`config.mk`:
```
export PLATFORM = sky130hd
export DESIGN_NAME = audio_sample_fifo
export DESIGN_NICKNAME = d
export VERILOG_FILES = /design/src/rtl/audio_sample_fifo.sv
export SDC_FILE = /design/constraint.sdc
export NUM_CORES = 1
export LEC_CHECK = 0
export ABC_CLOCK_PERIOD_IN_PS = 4400
export CAP_MARGIN = 40
export CORE_AREA = 2 2 204 206
export DETAILED_ROUTE_END_ITERATION = 6
export DIE_AREA = 0 0 206 208
export GPL_TIMING_DRIVEN = 0
export HOLD_SLACK_MARGIN = 0.03
export PLACE_DENSITY = 0.78
export SLEW_MARGIN = 20
export SYNTH_ARGS = -nofsm -noshare
export SYNTH_HDL_FRONTEND = slang
export SYNTH_SLANG_ARGS = --single-unit
```
`constraint.sdc`:
```
create_clock -name clk -period 4.4 [get_ports clk]
set_input_delay 0.88 -clock clk [delete_from_list [all_inputs] [get_ports clk]]
set_output_delay 0.88 -clock clk [all_outputs]
set_load 0.02 [all_outputs]
```
`src/rtl/audio_sample_fifo.sv`:
```
// Single-clock PCM frame buffer in front of the HDMI audio packetiser.
// Optional half-full prefill (FILL/RUN) is built when AUDIO_FIFO_PREFILL_EN is defined.
module audio_sample_fifo #(
   parameter int AUDIO_DW   = 16,
   parameter int CHANNELS   = 2,
   parameter int DEPTH_LOG2 = 4
) (
   input  logic                           clk,
   input  logic                           reset,
   input  logic                           enable,
   input  logic                           in_valid,
   input  logic [AUDIO_DW*CHANNELS-1:0]   in_data,
   input  logic                           audio_sample,
   output logic [AUDIO_DW*CHANNELS-1:0]   out_data,
   output logic [DEPTH_LOG2:0]            level,
   output logic                           overrun,
   output logic                           underrun
);

   localparam int FW = AUDIO_DW * CHANNELS;
   localparam int D  = 2 ** DEPTH_LOG2;
   localparam logic [DEPTH_LOG2:0] L_DEPTH = (DEPTH_LOG2+1)'(D);

   logic [FW-1:0]         r_mem [D];
   logic [DEPTH_LOG2-1:0] r_wp;
   logic [DEPTH_LOG2-1:0] r_rp;
   logic [DEPTH_LOG2:0]   r_level;
   logic [FW-1:0]         r_out;
   logic                  r_overrun;
   logic                  r_underrun;

   logic w_run;
   logic w_read_req;
   logic w_pop;
   logic w_wr;
   logic w_drop;
   logic w_underrun_evt;

   // A read request only counts once playback is running; in FILL it is ignored entirely.
   assign w_read_req     = enable && audio_sample && w_run;
   assign w_pop          = w_read_req && (r_level != '0);
   assign w_underrun_evt = w_read_req && (r_level == '0);
   assign w_wr           = enable && in_valid && ((r_level != L_DEPTH) || w_pop);
   assign w_drop         = enable && in_valid && !w_wr;

`ifdef AUDIO_FIFO_PREFILL_EN
   localparam logic [DEPTH_LOG2:0] L_HALF = (DEPTH_LOG2+1)'(D / 2);

   typedef enum logic {ST_FILL, ST_RUN} state_t;
   state_t r_state;
   state_t w_state_next;

   always_ff @(posedge clk or posedge reset) begin
      if (reset) begin
         r_state <= ST_FILL;
      end else begin
         r_state <= w_state_next;
      end
   end

   // Threshold uses the registered level, so RUN starts one cycle after reaching half-full.
   always_comb begin
      w_state_next = r_state;
      if (!enable) begin
         w_state_next = ST_FILL;
      end else begin
         case (r_state)
            ST_FILL: if (r_level >= L_HALF) w_state_next = ST_RUN;
            ST_RUN:  if (w_underrun_evt)    w_state_next = ST_FILL;
            default: w_state_next = ST_FILL;
         endcase
      end
   end

   assign w_run = (r_state == ST_RUN);
`else
   assign w_run = 1'b1;
`endif

   always_ff @(posedge clk) begin
      if (w_wr) begin
         r_mem[r_wp] <= in_data;
      end
   end

   always_ff @(posedge clk or posedge reset) begin
      if (reset) begin
         r_wp       <= '0;
         r_rp       <= '0;
         r_level    <= '0;
         r_out      <= '0;
         r_overrun  <= 1'b0;
         r_underrun <= 1'b0;
      end else if (!enable) begin
         r_wp       <= '0;
         r_rp       <= '0;
         r_level    <= '0;
         r_overrun  <= 1'b0;
         r_underrun <= 1'b0;
      end else begin
         r_overrun  <= w_drop;
         r_underrun <= w_underrun_evt;
         if (w_wr) begin
            r_wp <= r_wp + 1'b1;
         end
         if (w_pop) begin
            r_rp  <= r_rp + 1'b1;
            r_out <= r_mem[r_rp];
         end
         case ({w_wr, w_pop})
            2'b10:   r_level <= r_level + 1'b1;
            2'b01:   r_level <= r_level - 1'b1;
            default: r_level <= r_level;
         endcase
      end
   end

   assign out_data = enable ? r_out : in_data;
   assign level    = r_level;
   assign overrun  = r_overrun;
   assign underrun = r_underrun;

endmodule

```
# Word level (Yosys, flattened, before mapping)
# Memories as Yosys holds them, arrays and structs flattened. A register that Yosys moved wholly into a read port is not among the register bits.
# Index checks and enable logic that the tools add are counted.
# Widths: inputs -> output; s select.
# word_totals
inputBits,37
regBits,15
out_inout_bits,39
ramBits,512
memories,1
# classes
muxes,11
addsub,4
n_reduce_logical,11
n_eq_ne,6
# memory_table
memory,words,word_bits,rd,rd_clocked_by_memory_dff,write_ports,line,rtl
r_mem,16,32,1,1,1,24,logic [FW-1:0] r_mem [D];
# op_table
operator,n
$mux 32,1
$mux 4,4
$pmux 5 s2,1
$add 4x1->4 const B,2
$logic_and 1x1->1,6
$add 5x1->5 const B,1
$logic_not 5->1,1
$mux 5,1
$ne 5x5->1 const B,1
$reduce_bool 5->1,1
$sub 5x1->5 const B,1
$mux 1,4
$ne 2x1->1 const B,2
$ne 3x1->1 const B,1
$eq 2x1->1 const B,1
$eq 2x2->1 const B,1
$reduce_and 2->1,1
$logic_not 1->1,1
$logic_or 1x1->1,1

# Longest topological paths before layout
# depth
ltp_word,7
mapped_depth,12
depth_no_buf,10

# Least setup slack after synthesis
# No wires, ideal clock.
# synth_path
path_type,input to register
startpoint,input in_valid
endpoint,"memory r_mem[0][0] in the netlist's numbering, enable pin"
required_time_ps,3899
setup_time_ps,501
path_buffers,1
path_slack_ps,-636
t_arrival_ps,4535
path_stages,4
path_cell_list,clkbuf_1 nand2_1 o21bai_2 nor4_1
# synth_between
elab_chain_cells,4
# synth_rtl
item,line,rtl
"start, declared",11,"input logic in_valid,"
$logic_and 1x1->1 (2 in series),43,assign w_wr = enable && in_valid && ((r_level != L_DEPTH) || w_pop);
$mux 1,81,if (w_wr) begin
$mux 1 (implied by the code),82,r_mem[r_wp] <= in_data;
"end, declared",24,
# No other way between the ends.

# Worst setup path after layout
# layout_path
startpoint,input enable
endpoint,output out_data[3]
# layout_between
elab_chain_cells,1
# layout_rtl
item,line,rtl
"start, declared",10,"input logic enable,"
$mux 32,118,assign out_data = enable ? r_out : in_data;
"end, declared",14,"output logic [AUDIO_DW*CHANNELS-1:0] out_data,"
# No other way between the ends.

==> flow_summary.rst <==
.. list-table::
   :header-rows: 1

   * - Metric
     - Value
   * - GRT Overall Usage
     - 0.2337
   * - Worst Path Required
     - around 3500 ps
   * - Final wirelength
     - ~50000 um
   * - Number of CTS-inserted buffers
     - between 50 and 60
   * - Fin Clk Skew
     - about 21 ps
   * - Net switching share of the total power
     - 0.2437
   * - # Post-CTS Setup Buffers
     - 0
   * - Peak per-stage delay on the critical path
     - roughly 570 ps
   * - Rows
     - 74
   * - Chip Width
     - about 200 um
   * - Commonest non-fill, non-tap cell in the layout
     - sky130_fd_sc_hd__edfxtp_1
   * - Post-DR vias/cell
     - around 6
   * - Instance area after placement
     - ~24000 um^2
   * - Yosys top cell by area
     - sky130_fd_sc_hd__edfxtp_1
   * - Vias in the first global route
     - between 10000 and 15000
   * - Fraction of power consumed by combinational cells
     - 0.134
   * - Synthesized flop and latch total
     - approximately 560
   * - Starting DRT DRC Count
     - 1134
   * - Primary FF master, synth
     - sky130_fd_sc_hd__edfxtp_1
   * - Net count after synthesis
     - between 1000 and 1500
   * - Overall overflow remaining after global route
     - 0
   * - Wire length per cell after detailed routing
     - between 20 and 30 um
   * - Largest cells by area after synthesis
     - sky130_fd_sc_hd__edfxtp_1 70%, sky130_fd_sc_hd__mux4_2 13%, sky130_fd_sc_hd__dfrtp_1 5.3%
   * - Number of enable-type register cells in the synthesized netlist
     - slightly above 500
   * - Critical path launch point type
     - input pin
   * - Wire length of the first global-routing pass
     - roughly 72000 um
   * - CTS Hold Buffers Added
     - 0
   * - Placer congestion estimate
     - around 0.75
   * - Sequential Power Share
     - 0.495
   * - Area delta synth->final
     - 17.81%
   * - Post-DP HPWL
     - ~31000 um
   * - Cell Chain, Critical Path
     - clkdlybuf4s50_1 -> clkbuf_1 -> buf_1 -> buf_6 -> mux2_2 -> clkdlybuf4s50_1
   * - Net count reported at finish
     - 1250
   * - Sequential cell area
     - 16550 um^2
   * - Pwr Total
     - ~12 mW
   * - Max IR drop VDD
     - approximately 0.37 mV
   * - Critical path data arrival time
     - between 3000 and 4000 ps
   * - Std-Cell Core Area
     - between 40000 and 50000 um^2
   * - Crit-path slowest cell
     - sky130_fd_sc_hd__clkdlybuf4s50_1
   * - Clock Power Share
     - 0.372
   * - DR pass1 iterations
     - 5
   * - Quantity of I/O buffers inserted on ports
     - 74
   * - Final count of pins violating max slew
     - 0
   * - Run status
     - finished clean
   * - Power density over cell area
     - between 400 and 500 nW/um^2
   * - Pin slew with the least headroom to its limit
     - approximately 930 ps
   * - Number of levels in the clock H-tree
     - 2
   * - Worst hold slack
     - between 400 and 500 ps
   * - Filler cell count in the final layout
     - around 2600
   * - Minimum clock period
     - around 4300 ps
   * - Critical path buffers and inverters
     - 5
   * - Number of antenna violations at the first check in global routing
     - 0
   * - Max-slew headroom
     - 0.3800
   * - Setup repair after global routing missed its margin
     - no
   * - Clock-pin slew on the worst setup and hold paths
     - approximately 60 ps
   * - Clock latency on the worst-skew pair
     - between 600 and 700 ps
   * - Category of cells accounting for the largest share of critical-path delay
     - buffers and inverters
   * - Pin count of the biggest net entering global routing
     - 33
   * - Synth top area share
     - 0.6986
   * - Share of the clock period used by the worst path
     - 0.9745
   * - Mapped Avg Cell Area
     - between 20 and 25 um^2
   * - Post-synth design cell area
     - 22010 um^2
   * - R2R setup slack
     - 1100 ps
   * - Number of synthesis warnings
     - 0
   * - Number of sinks driven by the clock tree
     - around 560
   * - Critical path class
     - input pin to output port
   * - Number of failing setup endpoints in the final timing report
     - 0
   * - Internal power of the cells
     - about 9.4 mW
   * - Die ar.
     - roughly 43000 um^2
   * - Area of the multi-input gates
     - around 5200 um^2
   * - Count of mapped cells out of synthesis
     - between 1000 and 1500
   * - Max-Cap Viols
     - 0
   * - Unique masters post-synth
     - 42
   * - Crit. End Element
     - output port
   * - Leakage power
     - between 8 and 9 nW
   * - Count of unresolved DRC violations after routing
     - 0
   * - Hold Path Class
     - register to register
   * - CTS root buf
     - sky130_fd_sc_hd__clkbuf_16
   * - Final Hold Fails
     - 0
   * - Y dimension of the die
     - roughly 210 um
   * - Switching Power
     - between 3 and 4 mW
   * - Post-route antenna net violation count
     - 0
   * - Fraction of final layout cells with drive strength greater than 1
     - 0.3104
   * - Top library cells by usage in the layout, fill and taps aside
     - 512 x sky130_fd_sc_hd__edfxtp_1, 128 x sky130_fd_sc_hd__mux4_2, 74 x sky130_fd_sc_hd__clkdlybuf4s50_1
   * - TritonCTS clock tree
     - yes
   * - Max Clock Freq
     - ~230 MHz
   * - Longest Clk Path Bufs
     - 3
   * - Fraction of the yosys area taken by sequential cells
     - 0.7520
   * - Initial Utilization
     - 0.5427
   * - Proportion of register bits with asynchronous set or reset after synthesis
     - 0.08408
   * - Biggest fanout along the worst timing path
     - 7
   * - Final cell area excluding filler cells
     - about 26000 um^2
   * - Boundary Pins
     - 76
   * - Count of vias placed by the detailed router
     - around 11000
   * - Top cell by count, worst path
     - sky130_fd_sc_hd__clkdlybuf4s50_1
==> worst register-to-register path: stages (launching register included) <==
cell                       delay (ps)
sky130_fd_sc_hd__dfrtp_1          410
sky130_fd_sc_hd__or4_1            570
sky130_fd_sc_hd__buf_6            170
sky130_fd_sc_hd__o21bai_4         230
sky130_fd_sc_hd__buf_4            270
sky130_fd_sc_hd__or2_2            180
sky130_fd_sc_hd__inv_1             80
sky130_fd_sc_hd__ha_1             300
sky130_fd_sc_hd__nand2b_1         110
sky130_fd_sc_hd__a21oi_1          130
sky130_fd_sc_hd__or3b_2           470
sky130_fd_sc_hd__a31oi_1          160
sky130_fd_sc_hd__a21boi_0         100
==> cells in the mapped netlist, types with 2 or more instances <==
cell type / count
sky130_fd_sc_hd__buf_2: 18
sky130_fd_sc_hd__nand2_1: 44
sky130_fd_sc_hd__xor2_1: 2
sky130_fd_sc_hd__buf_6: 4
sky130_fd_sc_hd__mux2_2: 33
sky130_fd_sc_hd__inv_1: 14
sky130_fd_sc_hd__clkbuf_1: 21
sky130_fd_sc_hd__nor2_1: 7
sky130_fd_sc_hd__and2_1: 6
sky130_fd_sc_hd__ha_1: 8
sky130_fd_sc_hd__nor3b_1: 2
sky130_fd_sc_hd__nor3_1: 6
sky130_fd_sc_hd__xnor2_1: 4
sky130_fd_sc_hd__a21oi_1: 2
sky130_fd_sc_hd__o21ai_0: 4
sky130_fd_sc_hd__mux4_2: 128
sky130_fd_sc_hd__edfxtp_1: 512
sky130_fd_sc_hd__o221ai_2: 29
sky130_fd_sc_hd__mux2i_1: 68
sky130_fd_sc_hd__nand3_1: 9
sky130_fd_sc_hd__buf_1: 11
sky130_fd_sc_hd__nor4_1: 4
sky130_fd_sc_hd__nand2b_1: 4
sky130_fd_sc_hd__o221ai_1: 4
sky130_fd_sc_hd__dfrtp_1: 47
sky130_fd_sc_hd__buf_4: 3
==> routing by layer <==
metal  share of wire  global-route usage
met4           0.026             0.07094
met5               0                   0
met2            0.48              0.3696
met3           0.087             0.04966
met1            0.40              0.3313
==> stage by stage <==
stage / setup TNS, ps / util / cells / setup slack [ps]
floorplan: -81390 / - / 1010 / -635.8
global placement: -1019270 / 0.5774 / 1616 / -4436
detailed placement: -913.6 / 0.5944 / 1679 / -174.2
CTS: 0 / 0.6387 / 1780 / 55.69
global route: 0 / 0.6393 / 1782 / 41.22
finish: 0 / 0.6394 / 1783 / 112.3
==> power by group through the flow <==
stage	logic [mW]	registers [mW]	clock network, mW
after floorplan	1.02	6.23	0
after global placement	1.56	6.27	0
after detailed placement	1.66	6.26	0
after CTS	1.67	6.16	4.68
after global routing	1.79	6.18	4.87
final	1.67	6.16	4.63
==> kinds of logic (layout without fill, tap and decap cells) <==
family	count (synthesis)	after routing	share of synthesized area
flops	559	559	0.7520
mux	229	229	0.1788
simple gates	89	89	0.01893
buf+inv	72	312	0.01569
compound gates	46	46	0.02672
fa+ha+maj	9	9	0.005458
xor+xnor	6	6	0.002388
other cells	0	1	0
==> state kept, by name, indices dropped and copies added (netlist names) <==
signal / cells
r_mem: 512
level: 5
overrun: 1
underrun: 1
r_wp: 4
r_rp: 4
r_out: 32
==> worst paths after layout <==
kind                                from           to  cells past startpoint
worst max-delay path              enable  out_data[3]                      6
worst min-delay path            r_out[3]     r_out[3]                      2
worst max register to register  level[0]     level[4]                     12
worst min register to register  r_out[3]     r_out[3]                      2
max in group asynchronous          reset     r_out[5]                      3
min in group asynchronous          reset    r_out[22]                      2
==> cell type report <==
type	instances	share of cell area
Sequential cell	559	0.6383
Multi-Input combinational cell	379	0.2003
Clock buffer	80	0.06051
Timing Repair Buffer	139	0.05289
Tap cell	532	0.02567
Buffer	57	0.01120
Clock inverter	22	0.008927
Inverter	14	0.002123
Antenna cell	1	0.00009651
==> what timing repair did <==
| action | 4_1_cts | 5_1_grt |
|---|---|---|
| pin swaps | 0 | 0 |
| gates resized for setup | 0 | 1 |
| setup endpoints to repair | 8 | 3 |
| endpoints found under the hold margin | 0 | 0 |
Power figures use the tool's default switching activity.
